<file path="src/rtl/io_switch_port.sv">
// Memory-mapped switch-bank input port: synchronises and debounces the switches,
// latches per-bit change flags with a maskable interrupt, and answers reads one cycle later.
module io_switch_port #(
  parameter int          WIDTH           = 8,
  parameter logic [15:0] SWITCH_ADDR     = 16'hCFFD,
  parameter logic [15:0] STATUS_ADDR     = 16'hCFFF,
  parameter int          DEBOUNCE_CYCLES = 50000
) (
  input  logic             clk,
  input  logic             reset,
  input  logic [WIDTH-1:0] switches,
  input  logic [15:0]      address,
  input  logic             wren,
  input  logic [15:0]      wdata,
  output logic [15:0]      rdata,
  output logic             hit,
  output logic             irq
);

  localparam int            CW      = $clog2(DEBOUNCE_CYCLES);
  localparam logic [CW-1:0] CNT_MAX = CW'(DEBOUNCE_CYCLES - 1);

  logic [WIDTH-1:0] s1, s2, candidate, debounced, flags, mask;
  logic [CW-1:0]    cnt;

  logic             status_wr;
  logic             deb_update;
  logic [WIDTH-1:0] set_bits, w1c_bits;
  logic [15:0]      switch_word, status_word;

  // A debounced change and a W1C on the same bit resolve in favour of the set
  always_comb begin
    status_wr   = wren && (address == STATUS_ADDR);
    deb_update  = (s2 == candidate) && (cnt == CNT_MAX);
    set_bits    = deb_update ? (debounced ^ candidate) : '0;
    w1c_bits    = status_wr ? wdata[WIDTH-1:0] : '0;
    switch_word = '0;
    switch_word[WIDTH-1:0] = debounced;
    status_word = '0;
    status_word[WIDTH-1:0]       = flags;
    status_word[2*WIDTH-1:WIDTH] = mask;
  end

  always_ff @(posedge clk) begin
    if (reset) begin
      s1        <= '0;
      s2        <= '0;
      candidate <= '0;
      debounced <= '0;
      cnt       <= '0;
      flags     <= '0;
      mask      <= '0;
      rdata     <= '0;
      hit       <= 1'b0;
    end else begin
      s1 <= switches;
      s2 <= s1;

      // Shared counter: any bit moving restarts the stability window for all bits
      if (s2 != candidate) begin
        candidate <= s2;
        cnt       <= '0;
      end else if (cnt == CNT_MAX) begin
        debounced <= candidate;
      end else begin
        cnt <= cnt + 1'b1;
      end

      flags <= (flags & ~w1c_bits) | set_bits;
      if (status_wr) begin
        mask <= wdata[2*WIDTH-1:WIDTH];
      end

      // Read words are built from pre-edge state, so a same-cycle write is not visible yet
      if (address == SWITCH_ADDR) begin
        rdata <= switch_word;
        hit   <= 1'b1;
      end else if (address == STATUS_ADDR) begin
        rdata <= status_word;
        hit   <= 1'b1;
      end else begin
        rdata <= '0;
        hit   <= 1'b0;
      end
    end
  end

  assign irq = |(flags & mask);

endmodule

</file>
<file path="config.mk">
export PLATFORM = sky130hd
export DESIGN_NAME = io_switch_port
export DESIGN_NICKNAME = d
export VERILOG_FILES = /design/src/rtl/io_switch_port.sv
export SDC_FILE = /design/constraint.sdc
export NUM_CORES = 1
export LEC_CHECK = 0
export ABC_AREA = 1
export BUFFER_PORTS_ARGS = -buffer_cell sky130_fd_sc_hd__buf_2
export CORE_AREA = 4 4 87 89
export CTS_BUF_LIST = sky130_fd_sc_hd__clkbuf_4
export CTS_CLUSTER_DIAMETER = 30
export DETAILED_ROUTE_END_ITERATION = 6
export DIE_AREA = 0 0 91 93
export GPL_ROUTABILITY_DRIVEN = 0
export GPL_TIMING_DRIVEN = 0
export PLACE_DENSITY_LB_ADDON = 0.25
export SKIP_LAST_GASP = 1
export SYNTH_ARGS = -nofsm -noshare
export SYNTH_HDL_FRONTEND = slang
export SYNTH_SLANG_ARGS = --single-unit
</file>
<file path="constraint.sdc">
create_clock -name clk -period 2.5 [get_ports clk]
set_input_delay 0.125 -clock clk [delete_from_list [all_inputs] [get_ports clk]]
set_output_delay 0.125 -clock clk [all_outputs]
set_load 0.01 [all_outputs]
</file>
Word-level counts from Yosys, hierarchy flattened --
Index checks and enable logic that the tools add are counted.
Word-level totals: output and inout port bits 18, input port bits 43, register bits 81
Cells by class: equal/unequal tests 5, mux-type cells 6, reduce and logical (&&, ||, !) cells 6, bitwise operators 7, add/sub/neg operators 1
Operators with widths (count):
- $eq 16x16->1 const B | 3
- $mux 8 | 4
- $add 16x1->16 const B | 1
- $and 8x8->8 | 2
- $eq 8x8->1 | 1
- $ne 8x8->1 | 1
- $not 8->8 | 1
- $or 8x8->8 | 1
- $reduce_or 8->1 | 1
- $xor 8x8->8 | 1
- $reduce_or 3->1 | 1
- $logic_and 1x1->1 | 2
- $mux 1 | 2
- $not 1->1 | 2
- $reduce_and 2->1 | 1
- $reduce_or 2->1 | 1

Depth between registers and ports, before layout --
depth after elaboration 6, depth in mapped cells 10, mapped depth without buffers 10

Worst setup path before layout --
OpenSTA, ideal clock, no wires.
path type register to register, start point reg cnt[0], end point reg debounced[0], path slack 1101 ps, required time 2385 ps, data arrival time 1284 ps, cell stages (with the launch flop) 9, clock period less this slack 1399 ps, library setup time 115 ps, cells stage by stage dfxtp_1 > ha_1 > nand3_2 > nor2_2 > nand3_1 > nor2_1 > nand3_1 > nand2_1 > nor2_1
Between the ends: word-level cells in the longest chain between the ends 2
RTL lines:
- from (decl) | RTL line 24 | logic [CW-1:0] cnt;
- from (signal assigned) | RTL line 66 | cnt <= cnt + 1'b1;
- $eq 16x16->1 | RTL line 63 | end else if (cnt == CNT_MAX) begin
- $reduce_and 2->1 (no source line)
- to (signal assigned) | RTL line 64 | debounced <= candidate;
- to (decl) | RTL line 23 | logic [WIDTH-1:0] s1, s2, candidate, debounced, flags, mask;
No other way between the ends. A chain may end at the register's enable or synchronous reset.

Final worst setup path --
start point reg cnt[0], end point reg debounced[4]
Same word-level chain as after synthesis.

==> impl_table.tex <==
\begin{tabular}{lr}
\hline
Metric & Value \\
\hline
\multicolumn{2}{l}{\textbf{Outcome}} \\
\quad Run status & complete, no violations \\
\multicolumn{2}{l}{\textbf{Synth}} \\
\quad Combinational family with the most area after synthesis & simple AND/OR/NAND/NOR gates \\
\quad Multiplexer fraction of the synthesized cell area & 0\% \\
\quad Count of mapped cells out of synthesis & around 450 \\
\quad Portion of synthesized cell area occupied by the leading cell type & a little under half \\
\quad Post-synthesis register bit count & 81 \\
\quad Post-synthesis cell area & between 3000 and 4000 µm² \\
\quad Syn Nets & a little under 500 \\
\quad Fraction of registers with async set or reset after synthesis & 0\% \\
\quad Fraction of the mapped netlist area in compound gates & under 10\% \\
\quad Cell types occupying the most area after synthesis & dfxtp\_1 (48\%), nand2\_1 (11\%), nor2\_1 (6.5\%), inv\_1 (5.8\%), a21oi\_1 (5.3\%) \\
\quad Number of enable flip-flop cells after synthesis & 0 \\
\quad Distinct cell type count after synthesis & 32 \\
\quad Xor and xnor area share after synthesis & under 10\% \\
\quad Avg Cell Area, Syn & $\sim$7.6 µm² \\
\quad Yosys synthesis warning count & 0 \\
\quad Library cell occupying the most area in the post-synthesis netlist & dfxtp\_1 \\
\quad Primary flip-flop cell chosen by synthesis mapping & dfxtp\_1 \\
\quad Adder-cell share of the synthesized area & less than 1\% \\
\quad Part of the Yosys area used for sequential elements & about 48\% \\
\quad Synthesized-area fraction occupied by and/or/nand/nor cells & 30.5\% \\
\multicolumn{2}{l}{\textbf{Drt}} \\
\quad Total wire length & just under 7000 µm \\
\quad Post-DR vias/cell & 4.70 \\
\quad Antenna Violating Nets Remaining & 0 \\
\quad Total iterations of the first detailed-routing run & 4 \\
\quad Final routed wire length divided by cell count & between 10 and 15 µm \\
\quad Number of DRC violations after detailed routing & 0 \\
\quad Via count of the routed design & a little under 3000 \\
\quad Detailed router's first-iteration violation count & approximately 100 \\
\multicolumn{2}{l}{\textbf{Layout}} \\
\quad Commonest non-fill, non-tap cell in the layout & nand2\_1 \\
\quad Most frequent cells in the layout & nand2\_1 (101), dfxtp\_1 (81), nor2\_1 (59), buf\_2 (59), inv\_1 (52) \\
\quad Fraction of layout instances using a drive strength above 1 & 20.9\% \\
\quad Antenna Diode Count & 0 \\
\quad Final nets & approximately 590 \\
\quad Synth-to-Final Area Change & 22.2\% \\
\quad Final Util & just over 60\% \\
\multicolumn{2}{l}{\textbf{Timing}} \\
\quad Unrepaired setup endpoints after global routing & no \\
\quad Number of hold violations in the final report & 0 \\
\quad Skew final & between 0.015 and 0.02 ns \\
\quad Relative slew slack & about 60\% \\
\quad Maximum achievable frequency & 602 MHz \\
\quad Min Tclk post-route & 1.66 ns \\
\quad Count of final max-slew check failures & 0 \\
\quad Final setup violation count & 0 \\
\quad Share of the clock period used by the worst path & between 60 and 70\% \\
\quad Setup TNS & 0 ns \\
\quad Pin slew with the least headroom to its limit & approximately 0.60 ns \\
\multicolumn{2}{l}{\textbf{Worst setup path}} \\
\quad Type of destination of the critical path & register \\
\quad Required time of the critical path & 2.81 ns \\
\quad Class of the most critical setup path & reg2reg \\
\quad Startpoint class of the critical path & register \\
\quad Data arrival, critical path & slightly below 2 ns \\
\quad Largest fanout of any net on the critical path & 6 \\
\quad Minimum setup slack among reg-to-reg paths & 0.84 ns \\
\multicolumn{2}{l}{\textbf{Clock tree}} \\
\quad TritonCTS clock tree & done \\
\quad CTS Root Cell & clkbuf\_4 \\
\quad Number of clock sinks & between 80 and 90 \\
\quad Post-CTS setup repair buffer count & 0 \\
\quad Number of buffers added by the clock tree synthesis step & 9 \\
\quad Clock latency on the worst-skew pair & $\sim$0.42 ns \\
\quad Number of H-tree branching levels & 3 \\
\quad Clock transition at the registers of the reported paths & about 0.13 ns \\
\quad Deepest clock path buffer count & 2 \\
\multicolumn{2}{l}{\textbf{GRT}} \\
\quad Overflow after GRT & 0 \\
\quad Via count of the first global-routing pass & approximately 2800 \\
\quad Antenna violations before repair & 0 \\
\quad Pin count of the biggest net entering global routing & 16 \\
\quad Aggregate global-route resource usage & 17.5\% \\
\quad First-pass GRT wire length & roughly 12000 µm \\
\multicolumn{2}{l}{\textbf{Placed design}} \\
\quad Number of I/O port buffers & 58 \\
\quad Dpl hpwl & between 5000 and 6000 µm \\
\multicolumn{2}{l}{\textbf{Run}} \\
\quad Max-capacitance violation count & 0 \\
\multicolumn{2}{l}{\textbf{Pwr}} \\
\quad Power per cell area & 525 nW/µm² \\
\quad Total leakage power & about 1.7 nW \\
\quad Maximum vdd ir drop & approximately 250 µV \\
\multicolumn{2}{l}{\textbf{Floorplanning}} \\
\quad Core Area & slightly below 7000 µm² \\
\quad Number of cell rows & 30 \\
\quad Die Height & a little over 90 µm \\
\quad Number of ports placed on the die boundary & 61 \\
\quad Die area & approximately 8500 µm² \\
\quad Horizontal die dimension & 91 µm \\
\quad Effective utilization at floorplan & approximately half \\
\multicolumn{2}{l}{\textbf{Min path}} \\
\quad Min-delay worst type & in2reg \\
\hline
\end{tabular}
==> power by group <==
part	leakage, nW	switching, W	internal (W)
clock network	0.0589	0.000465	0.000210
logic	1.00	0.0000929	0.0000884
registers	0.656	0.00000924	0.00131
==> area by class of cell <==
type	count	area, µm²
repair buffers	82	531
clock inverters	7	53.8
inverters	57	214
flip-flops and latches	81	1620
plain buffers	14	91.3
clock buffers	9	67.6
fillers	604	2620
multi-input cells	296	1460
well taps	80	100
==> cell families (layout without fill, tap and decap cells) <==
family	Yosys count	after routing
simple gates	228	228
fa+ha+maj	1	1
flops	81	81
compound gates	55	55
buf+inv	71	169
xor+xnor	12	12
==> critical path: stages, from the launching register on <==
cell     delay [ns]
dfxtp_1        0.40
ha_1           0.25
nand3_2        0.12
nor2_2         0.15
nand3_1        0.08
nor2_1         0.31
nand3_1        0.13
nand2_1        0.07
nor2_1         0.04
==> layer usage <==
| metal | global-route usage, % | wire [µm] | vias to the layer above |
|---|---|---|---|
| li1 | - | - | 1591 |
| met1 | 21.5 | 3310 | 1275 |
| met2 | 29.9 | 3110 | 67 |
| met3 | 3.78 | 370 | 10 |
| met4 | 6.78 | 99 | 0 |
| met5 | 0 | 0 | - |
==> stage by stage <==
stage	total power, W	cell area, µm²	instances	worst slack (ns)	hold slack [ns]
2_1_floorplan	0.00145	3390	448	1.10	0.232
3_3_place_gp	0.00150	3780	586	0.876	0.327
3_5_place_dp	0.00150	3780	586	0.866	0.330
4_1_cts	0.00220	4140	626	0.822	0.131
5_1_grt	0.00228	4140	626	0.663	0.162
6_report	0.00217	4140	626	0.840	0.155
==> cell usage after synthesis, types with 6 or more instances <==
| library cell | instances |
|---|---|
| nand2_1 | 101 |
| dfxtp_1 | 81 |
| nor2_1 | 59 |
| inv_1 | 52 |
| a21oi_1 | 36 |
| nand3_1 | 32 |
| o21ai_0 | 10 |
| xor2_1 | 10 |
| a21oi_2 | 7 |
| clkbuf_1 | 7 |
| nand4_1 | 7 |
| nor2_2 | 6 |
==> final timing paths <==
check	to	startpoint	depth (start not counted)
min reg2reg	s2[0]	s1[0]	2
max	debounced[4]	cnt[0]	8
min	hit	address[1]	6
max reg2reg	debounced[4]	cnt[0]	8
==> flip-flops by register name (all words and copies together), names as in the netlist <==
signal,count
candidate,8
cnt,16
debounced,8
mask,8
s2,8
flags,8
rdata,16
s1,8
hit,1
==> what timing repair did <==
item                      CTS  global route
hold buffers               24             0
hold endpoints to repair   24             0
resized for setup           0             0
Power figures use the tool's default switching activity.
